**config.mk**
```make
export PLATFORM = sky130hd
export DESIGN_NAME = pwm_sample_dac
export DESIGN_NICKNAME = d
export VERILOG_FILES = /design/src/rtl/audio_pkg.sv /design/src/rtl/sample_fifo.sv /design/src/rtl/pwm_sample_dac.sv
export SDC_FILE = /design/constraint.sdc
export NUM_CORES = 1
export LEC_CHECK = 0
export CAP_MARGIN = 15
export CORE_MARGIN = 10
export CORE_UTILIZATION = 45
export DETAILED_ROUTE_END_ITERATION = 10
export PLACE_DENSITY = 0.67
export SLEW_MARGIN = 20
export SYNTH_ARGS = -nofsm -noshare
export SYNTH_HDL_FRONTEND = slang
export SYNTH_SLANG_ARGS = --single-unit
```
**constraint.sdc**
```tcl
create_clock -name clk -period 7.1 [get_ports clk]
set_clock_uncertainty 0.15 [all_clocks]
set_input_delay 1.42 -clock clk [delete_from_list [all_inputs] [get_ports clk]]
set_output_delay 1.42 -clock clk [all_outputs]
set_load 0.05 [all_outputs]
```
**src/rtl/audio_pkg.sv**
```systemverilog
// -----------------------------------------------------------------------------
// audio_pkg
// Shared definitions for the PWM sample DAC output stage.
//   - state_e          : output-stage FSM states (IDLE, RAMP, RUN)
//   - SAMPLE_W/PWM_BITS: default sample and PWM resolutions
//   - MIDSCALE         : duty value that represents a zero-amplitude sample
//   - to_offset_duty() : two's complement sample -> offset-binary PWM duty
// -----------------------------------------------------------------------------
package audio_pkg;

    localparam int SAMPLE_W   = 16;
    localparam int PWM_BITS   = 8;
    localparam int FIFO_DEPTH = 4;

    localparam logic [PWM_BITS-1:0] MIDSCALE = {1'b1, {(PWM_BITS-1){1'b0}}};

    typedef enum logic [1:0] {
        IDLE = 2'd0,
        RAMP = 2'd1,
        RUN  = 2'd2
    } state_e;

    // Flipping the sign bit turns two's complement into offset binary, so the
    // most negative sample maps to duty 0 and zero maps to midscale.
    function automatic logic [PWM_BITS-1:0] to_offset_duty(input logic [SAMPLE_W-1:0] sample);
        return {~sample[SAMPLE_W-1], sample[SAMPLE_W-2 -: PWM_BITS-1]};
    endfunction

endpackage

```
**src/rtl/sample_fifo.sv**
```systemverilog
// -----------------------------------------------------------------------------
// sample_fifo
// Synchronous FIFO with first-word-fall-through head for the sample path.
// Ports:
//   clk, rst      : clock, asynchronous active-high reset (empties the FIFO)
//   push_i/data_i : write request and data (ignored while full)
//   pop_i         : read request (ignored while empty)
//   head_o        : oldest entry, valid whenever empty_o is low
//   count_o       : occupancy, 0..DEPTH
//   full_o/empty_o: occupancy flags
// -----------------------------------------------------------------------------
module sample_fifo #(
    parameter int W     = 16,
    parameter int DEPTH = 4
) (
    input  logic                       clk,
    input  logic                       rst,
    input  logic                       push_i,
    input  logic [W-1:0]               data_i,
    input  logic                       pop_i,
    output logic [W-1:0]               head_o,
    output logic [$clog2(DEPTH):0]     count_o,
    output logic                       full_o,
    output logic                       empty_o
);

    localparam int PTR_W = $clog2(DEPTH);
    localparam int CNT_W = PTR_W + 1;

    logic [W-1:0]     mem_q [DEPTH];
    logic [PTR_W-1:0] wr_ptr_q;
    logic [PTR_W-1:0] rd_ptr_q;
    logic [CNT_W-1:0] count_q;
    logic [CNT_W-1:0] count_d;
    logic             do_push_s;
    logic             do_pop_s;

    assign full_o    = (count_q == CNT_W'(DEPTH));
    assign empty_o   = (count_q == {CNT_W{1'b0}});
    assign do_push_s = push_i && !full_o;
    assign do_pop_s  = pop_i && !empty_o;
    assign head_o    = mem_q[rd_ptr_q];
    assign count_o   = count_q;

    // Occupancy next state; simultaneous push and pop leave it unchanged.
    always_comb begin
        count_d = count_q;
        case ({do_push_s, do_pop_s})
            2'b10:   count_d = count_q + CNT_W'(1);
            2'b01:   count_d = count_q - CNT_W'(1);
            default: count_d = count_q;
        endcase
    end

    // Pointer and occupancy registers; pointers wrap naturally (DEPTH is a power of two).
    always_ff @(posedge clk or posedge rst) begin
        if (rst) begin
            wr_ptr_q <= {PTR_W{1'b0}};
            rd_ptr_q <= {PTR_W{1'b0}};
            count_q  <= {CNT_W{1'b0}};
        end else begin
            if (do_push_s) begin
                wr_ptr_q <= wr_ptr_q + PTR_W'(1);
            end
            if (do_pop_s) begin
                rd_ptr_q <= rd_ptr_q + PTR_W'(1);
            end
            count_q <= count_d;
        end
    end

    // Storage array; contents are don't-care while unoccupied, so no reset.
    always_ff @(posedge clk) begin
        if (do_push_s) begin
            mem_q[wr_ptr_q] <= data_i;
        end
    end

endmodule

```
**src/rtl/pwm_sample_dac.sv**
```systemverilog
// -----------------------------------------------------------------------------
// pwm_sample_dac
// Audio output stage: buffers signed PCM samples and plays one sample per PWM
// period (2**PWM_BITS clocks) as a 1-bit PWM waveform.
// Ports:
//   clk, rst   : clock, asynchronous active-high reset
//   enable     : run the PWM; low returns to IDLE (FIFO contents are kept)
//   s_valid    : sample offered
//   s_data     : signed sample
//   s_ready    : FIFO has room (no look-ahead on a same-cycle pop)
//   audio_out  : registered PWM output
//   underrun   : one-clock pulse at a RUN period boundary with an empty FIFO
//   duty       : duty currently in effect (debug)
//   fifo_count : FIFO occupancy (debug)
// Configuration:
//   PWM_DAC_SOFTRAMP_EN : when defined, enable first passes through RAMP, which
//   raises duty from 0 to midscale one step per period to avoid a start-up pop.
// Note: the sample-to-duty mapping comes from audio_pkg, so SAMPLE_W and
// PWM_BITS are expected to keep the package values.
// -----------------------------------------------------------------------------
module pwm_sample_dac
    import audio_pkg::*;
#(
    parameter int SAMPLE_W   = audio_pkg::SAMPLE_W,
    parameter int PWM_BITS   = audio_pkg::PWM_BITS,
    parameter int FIFO_DEPTH = audio_pkg::FIFO_DEPTH
) (
    input  logic                          clk,
    input  logic                          rst,
    input  logic                          enable,
    input  logic                          s_valid,
    input  logic [SAMPLE_W-1:0]           s_data,
    output logic                          s_ready,
    output logic                          audio_out,
    output logic                          underrun,
    output logic [PWM_BITS-1:0]           duty,
    output logic [$clog2(FIFO_DEPTH):0]   fifo_count
);

    localparam logic [PWM_BITS-1:0] CNT_MAX = {PWM_BITS{1'b1}};

    state_e                state_q;
    logic [PWM_BITS-1:0]   pwm_cnt_q;
    logic [PWM_BITS-1:0]   duty_q;
    logic                  audio_q;
    logic                  underrun_q;

    logic                  boundary_s;
    logic                  push_s;
    logic                  pop_s;
    logic                  fifo_full_s;
    logic                  fifo_empty_s;
    logic [SAMPLE_W-1:0]   fifo_head_s;
    logic [PWM_BITS-1:0]   duty_step_s;

    assign boundary_s  = (pwm_cnt_q == CNT_MAX);
    assign s_ready     = !fifo_full_s;
    assign push_s      = s_valid && s_ready;
    // Pops only happen in RUN at a boundary, and not on the cycle enable drops.
    assign pop_s       = enable && (state_q == RUN) && boundary_s && !fifo_empty_s;
    assign duty_step_s = duty_q + PWM_BITS'(1);

    sample_fifo #(
        .W     (SAMPLE_W),
        .DEPTH (FIFO_DEPTH)
    ) u_fifo (
        .clk     (clk),
        .rst     (rst),
        .push_i  (push_s),
        .data_i  (s_data),
        .pop_i   (pop_s),
        .head_o  (fifo_head_s),
        .count_o (fifo_count),
        .full_o  (fifo_full_s),
        .empty_o (fifo_empty_s)
    );

    // Output-stage FSM with PWM counter, duty register and registered compare.
    always_ff @(posedge clk or posedge rst) begin
        if (rst) begin
            state_q    <= IDLE;
            pwm_cnt_q  <= {PWM_BITS{1'b0}};
            duty_q     <= MIDSCALE;
            audio_q    <= 1'b0;
            underrun_q <= 1'b0;
        end else begin
            underrun_q <= 1'b0;
            if (!enable) begin
                state_q   <= IDLE;
                pwm_cnt_q <= {PWM_BITS{1'b0}};
                duty_q    <= MIDSCALE;
                audio_q   <= 1'b0;
            end else begin
                case (state_q)
                    IDLE: begin
                        pwm_cnt_q <= {PWM_BITS{1'b0}};
                        audio_q   <= 1'b0;
`ifdef PWM_DAC_SOFTRAMP_EN
                        state_q   <= RAMP;
                        duty_q    <= {PWM_BITS{1'b0}};
`else
                        state_q   <= RUN;
                        duty_q    <= MIDSCALE;
`endif
                    end
`ifdef PWM_DAC_SOFTRAMP_EN
                    RAMP: begin
                        pwm_cnt_q <= pwm_cnt_q + PWM_BITS'(1);
                        audio_q   <= (pwm_cnt_q < duty_q);
                        if (boundary_s) begin
                            duty_q <= duty_step_s;
                            // Popping begins at the boundary after midscale is reached.
                            if (duty_step_s == MIDSCALE) begin
                                state_q <= RUN;
                            end else begin
                                state_q <= RAMP;
                            end
                        end else begin
                            duty_q <= duty_q;
                        end
                    end
`endif
                    RUN: begin
                        pwm_cnt_q <= pwm_cnt_q + PWM_BITS'(1);
                        audio_q   <= (pwm_cnt_q < duty_q);
                        // New duty lands at the boundary, so it is in effect from the next cnt=0.
                        if (boundary_s) begin
                            if (!fifo_empty_s) begin
                                duty_q <= to_offset_duty(fifo_head_s);
                            end else begin
                                duty_q     <= duty_q;
                                underrun_q <= 1'b1;
                            end
                        end else begin
                            duty_q <= duty_q;
                        end
                    end
                    default: begin
                        state_q   <= IDLE;
                        pwm_cnt_q <= {PWM_BITS{1'b0}};
                        duty_q    <= MIDSCALE;
                        audio_q   <= 1'b0;
                    end
                endcase
            end
        end
    end

    assign audio_out = audio_q;
    assign underrun  = underrun_q;
    assign duty      = duty_q;

endmodule

```
Yosys cells after proc, flatten, opt, wreduce, memory -nomap -nowiden
Memories as Yosys holds them, arrays and structs flattened. Cells that the tools add are included. W data, S select, Z words.

Bits of input ports: 20. Output and inout bits: 14. Bits in writable memories: 64. Register bits after elaboration: 27. Word-level logic and storage cells: 53. Memories: 1.

Eq/ne operators: 8. Reduce and logical (&&, ||, !) cells: 12. Add/subtract/negate cells: 5. Muxes and demuxes: 17. Magnitude comparators: 1. Bitwise logic cells: 1.

Memory list: u_fifo.mem_q (words 4, width 16, rd ports 1, clocked after memory_dff 0, wr ports 1, RTL line sample_fifo.sv:30) `logic [W-1:0] mem_q [DEPTH];`.

Operators by type and width (count): $mux W8 (6); $add A8 B1 Y8 const B (1); $eq A8 B8 Y1 const B (1); $lt A8 B8 Y1 (1); $mux W1 (8); $logic_and A1 B1 Y1 (6); $ne A3 B3 Y1 const B (2); $pmux W3 S2 (1); $add A2 B1 Y2 const B (2); $eq A2 B2 Y1 const B (2); $pmux W2 S2 (1); $add A3 B1 Y3 const B (1); $eq A3 B3 Y1 const B (1); $logic_not A3 Y1 (1); $sub A3 B1 Y3 const B (1); $eq A2 B1 Y1 const B (1); $logic_not A1 Y1 (2); $logic_not A2 Y1 (1); $mux W2 (1); $ne A2 B2 Y1 const B (1); $reduce_and A2 Y1 (1); $reduce_bool A2 Y1 (1); $not A1 Y1 (1).

Logic depth before layout (Yosys ltp)
Depth in word-level cells: 7. Mapped depth: 11.

Cells and area by module
Synthesis repeated with hierarchy kept, for this count alone.

Cells, all modules: 230. Area, all modules: 3832.4 um2.

By module, submodules not included: sample_fifo (times used 1, sequential area each 2097.0 um2, cells each 122, area each 2778.9 um2); pwm_sample_dac (times used 1, sequential area each 476.7 um2, cells each 108, area each 1053.5 um2).

Least setup slack after synthesis
OpenSTA, ideal clock, no wires.

Kind: input to register. From: in enable. To: reg u_fifo.count_q[2], in the netlist u_fifo.count_o[2]. Arrival: 2.980 ns. Slack: 3.888 ns. Required time: 6.868 ns. Cell stages on the path: 10. Cells stage by stage: o311ai_1 or3_1 buf_6 inv_2 ha_1 inv_1 fa_1 xor2_1 nor2_1 xor2_1.

Cells in the longest elaborated chain, start to end: 6. Elaborated cells between the ends (all ways): 8. Classes of those cells: 2 x eq/ne; 1 x mux; 5 x reduce/logical.

Ends and longest elaborated chain: from (decl) (RTL line pwm_sample_dac.sv:30) `input logic enable,`; $logic_and A1 B1 Y1 * (3 in series) (RTL line pwm_sample_dac.sv:60) `assign pop_s = enable && (state_q == RUN) && boundary_s && !fifo_empty_s;`; $logic_and A1 B1 Y1 * (RTL line sample_fifo.sv:41) `assign do_pop_s = pop_i && !empty_o;`; named net u_fifo.do_pop_s (RTL line sample_fifo.sv:36) `logic do_pop_s;`; $eq A2 B1 Y1 or $eq A2 B2 Y1 (tied branches) (RTL line sample_fifo.sv:48) `case ({do_push_s, do_pop_s})`; $pmux W3 S2 or $reduce_bool A2 Y1 (tied branches); to (signal assigned) (RTL line sample_fifo.sv:60) `count_q <= {CNT_W{1'b0}};`; to (signal assigned) (RTL line sample_fifo.sv:68) `count_q <= count_d;`; to (decl) (RTL line sample_fifo.sv:33) `logic [CNT_W-1:0] count_q;`.

The timed path passes the listed nets; every way through them passes the cells marked *. A chain may end at the register's enable or synchronous reset.

Worst setup path in the final report
Same ends and word-level chain as after synthesis.

==> results by group <==
GRT
  – Maximum number of pins on one net before global-route repair: 27
  – Most heavily used metal layer in global routing: met2
  – Met3 track utilization from global routing: 5.18%
  – Overall global routing resource usage: approximately 12%
  – First-pass GRT wire length: 7.89 mm
  – Grt met2 use: 18.2%
  – Final global-route overflow total: 0
  – Via count of the first global-routing pass: 1625
  – Met1 usage in global routing: 13.4%
  – Number of antenna violations at the first check in global routing: 0

Placement
  – Count of input and output buffers: 25
  – DP Wirelength: around 3.4 mm
  – RePlAce Congestion: roughly 0.80
  – Worst setup slack after placement: around 3.1 ns
  – Instance area after placement: 0.00289 mm²

Pwr
  – Net Switching: between 0.0002 and 0.0003 W
  – Power density over the cells: 288 mW/mm²
  – Cell internal power dissipation: around 0.00061 W
  – Switching fraction of total power: 30.8%
  – Share of power burned in registers: 50.4%
  – Worst voltage drop across the vdd grid: 0.000162 V
  – Share of total power in combinational logic: about a fifth
  – Power share of the clock group: between 20 and 30%
  – Leakage power summed over all cells: ~1.2 nW

STA
  – Fin worst setup slack: 3.41 ns
  – Final hold violation count: 0
  – Final slew viol count: 0
  – RSZ-0062 raised after global routing: false
  – Max-slew headroom at the worst pin: 35.4%
  – Transition at the pin with the smallest max-transition slack: 0.963 ns
  – Final worst hold slack: between 0.3 and 0.4 ns
  – F_max: about 0.27 GHz
  – Crit path time final: around 3.7 ns
  – Final setup violation count: 0
  – Share of the clock period used by the worst path: 51.9%
  – Sum Neg Setup Slack: 0 ns

CTS
  – Root Driver: sky130_fd_sc_hd__clkbuf_8
  – Post-CTS Repair Setup Buffers: 0
  – Worst-Skew Late Latency: about 0.34 ns
  – Clock-pin slew on the worst setup and hold paths: roughly 0.06 ns
  – Post-CTS Hold Buffers: 0
  – Num CTS Buffers: 9
  – CTS tree: done
  – Total of cells resized after clock tree synthesis: 0
  – Clock Tree Buf Depth: 2
  – H-tree level count: 3
  – Clock Sink Count: 58

Logic synthesis
  – Top cells by area, synth: sky130_fd_sc_hd__edfxtp_1, sky130_fd_sc_hd__dfrtp_1, sky130_fd_sc_hd__mux4_2
  – Syn avg cell area: 14.6 µm²
  – Number of cells produced by synthesis: 176
  – Yosys Warn Count: 0
  – Biggest area consumer among synthesized cells: sky130_fd_sc_hd__edfxtp_1
  – Share of synthesized flip-flops with an asynchronous set or reset: roughly 45%
  – Share of the synthesized area in the top cell type: between 30 and 40%
  – Synth Flop Type: sky130_fd_sc_hd__edfxtp_1
  – Syn_nets: 210
  – Number of synthesized register bits: 58
  – Proportion of synthesized chip area in sequential cells: 62.7%
  – Number of distinct library cells after synthesis: 42
  – Number of enable-type register cells in the synthesized netlist: 32
  – Post-synthesis instance area: 0.00257 mm²

Worst setup path
  – Maximum single-stage delay on the critical path: ~0.54 ns
  – Flop-to-flop setup slack: 4.23 ns
  – R2R Path Start: pwm_cnt_q[0]$_DFF_PP0_
  – Largest fanout on the critical path: 10
  – Ordered list of cells on the worst path: clkdlybuf4s50_1 > o311ai_1 > or3_1 > inv_2 > ha_1 > inv_1 > fa_1 > xor2_1 > nor2_1 > xor2_1
  – Crit Path Class: in2reg
  – Most frequent cell on the critical path: sky130_fd_sc_hd__xor2_1
  – Reg2reg end: u_fifo.count_o[2]$_DFFE_PP0P_
  – Kind of capture point of the worst setup path: register
  – Req. time, crit path: 7.20 ns
  – Element type at the critical path start: input port
  – Arrival time at the worst endpoint: about 3.8 ns
  – Cell depth of the worst flop-to-flop path: 10
  – Master of the slowest instance on the critical path: sky130_fd_sc_hd__or3_1

Layout
  – Final nets: between 200 and 250
  – Most frequent standard cell in the layout excluding fill and tap cells: sky130_fd_sc_hd__edfxtp_1
  – Layout Cell Area excl Fill: 0.00305 mm²
  – Synth-to-Final Area Change: 18.4%
  – Number of filler cells placed in the layout: 481
  – Fraction of final layout cells with drive strength greater than 1: 15.1%
  – Number of antenna repair diodes: 0
  – Most frequent cells in the layout: sky130_fd_sc_hd__edfxtp_1, sky130_fd_sc_hd__dfrtp_1, sky130_fd_sc_hd__clkdlybuf4s50_1

Detailed routing
  – Avg Vias per Cell: 5.23
  – Wire length after detailed routing: 4.71 mm
  – DRC: 0
  – Drt first pass iters: 4
  – Iteration-0 DRC count of the detailed router: between 80 and 90
  – Total via count after detailed routing: 1484
  – Wire length per cell: 16.6 µm
  – Remaining antenna violation count: 0

Die
  – Floorplan core area: ~0.0055 mm²
  – Overall die area: around 0.0091 mm²
  – Starting utilization of the core area: 46.5%
  – Die Ht: 95.6 µm
  – I/O pin count: 34
  – Width of the die: 95.6 µm
  – Number of core rows: 27

Run status
  – Outcome: completed

Hold path
  – Worst Hold End: pwm_cnt_q[0]$_DFF_PP0_
  – Hold path startpoint: pwm_cnt_q[0]$_DFF_PP0_
  – Hold/Removal Path Class: reg2reg
  – Hold depth: 1

Flow run
  – # Max-Cap Violations: 0
[worst max-delay path by stage]
stage / start / end
3_3_place_gp: enable / u_fifo.count_o[2]$_DFFE_PP0P_
4_1_cts: enable / u_fifo.count_o[2]$_DFFE_PP0P_
3_5_place_dp: enable / u_fifo.count_o[2]$_DFFE_PP0P_
6_report: enable / u_fifo.count_o[2]$_DFFE_PP0P_
5_1_grt: enable / u_fifo.count_o[2]$_DFFE_PP0P_
2_1_floorplan: enable / u_fifo.count_o[2]$_DFFE_PP0P_
[cell families after synthesis]
kind of cell	after synthesis	synth area share (%)
flip-flops	58	62.7
AND/OR/NAND/NOR	35	8.27
buffers and inverters	29	4.57
AO/OA/AOI/OAI	22	6.47
adder cells (fa/ha/maj)	14	7.10
XOR/XNOR	9	3.35
multiplexers	9	7.58
[stage by stage]
stage	util [%]	std cells	total power, W
after floorplan	-	176	0.000569
after detailed placement	52.1	268	0.000635
after global placement	52.1	268	0.000622
after CTS	55.0	284	0.000889
after global routing	55.0	284	0.000925
final	55.0	284	0.000877
[flip-flops by register name, indices dropped and copies added, names as in the netlist]
register and cells:
audio_out 1, u_fifo.count_o 3, u_fifo.wr_ptr_q 2, pwm_cnt_q 8, state_q 1, duty 8, underrun 1, u_fifo.rd_ptr_q 2
u_fifo.mem_q 32
[cell usage after synthesis (all sizes together) (3+ instances only)]
master,instances
a21oi,3
and3,5
clkbuf,3
clkinv,8
dfrtp,25
edfxtp,32
ha,13
inv,16
mux4,8
nand2,7
nand3,3
nor2,5
nor3,3
o21ai,4
o32ai,6
or3,3
xnor2,4
xor2,5
[cell type report]
cell class,instances,area [µm²],area share [%]
clock buffers,10,128,4.19
clock inverters,6,33.8,1.11
inverters,24,90.1,2.96
multi-input cells,89,843,27.7
flip-flops and latches,58,1610,52.9
well taps,72,90.1,2.96
repair buffers,25,250,8.21
[worst max-delay path, delay by kind of cell]
family / cells / cell delay (ns)
buf+inv: 3 / 0.70
xor+xnor: 2 / 0.33
simple gates: 2 / 0.66
compound gates: 1 / 0.14
fa+ha+maj: 2 / 0.54
[routing by layer]
layer	routed length [µm]	up-vias
li1	-	706
met1	2070	741
met2	2290	31
met3	266	6
met4	80	0
met5	0	-
[power by group through the flow]
stage	Clock, W	Combinational (W)	Sequential, W
detailed placement	0	0.000186	0.000449
finish	0.000253	0.000182	0.000442
global placement	0	0.000178	0.000443
floorplan	0	0.0000981	0.000471
global route	0.000277	0.000201	0.000448
CTS	0.000260	0.000186	0.000442
(Power assumes the default switching activity.)
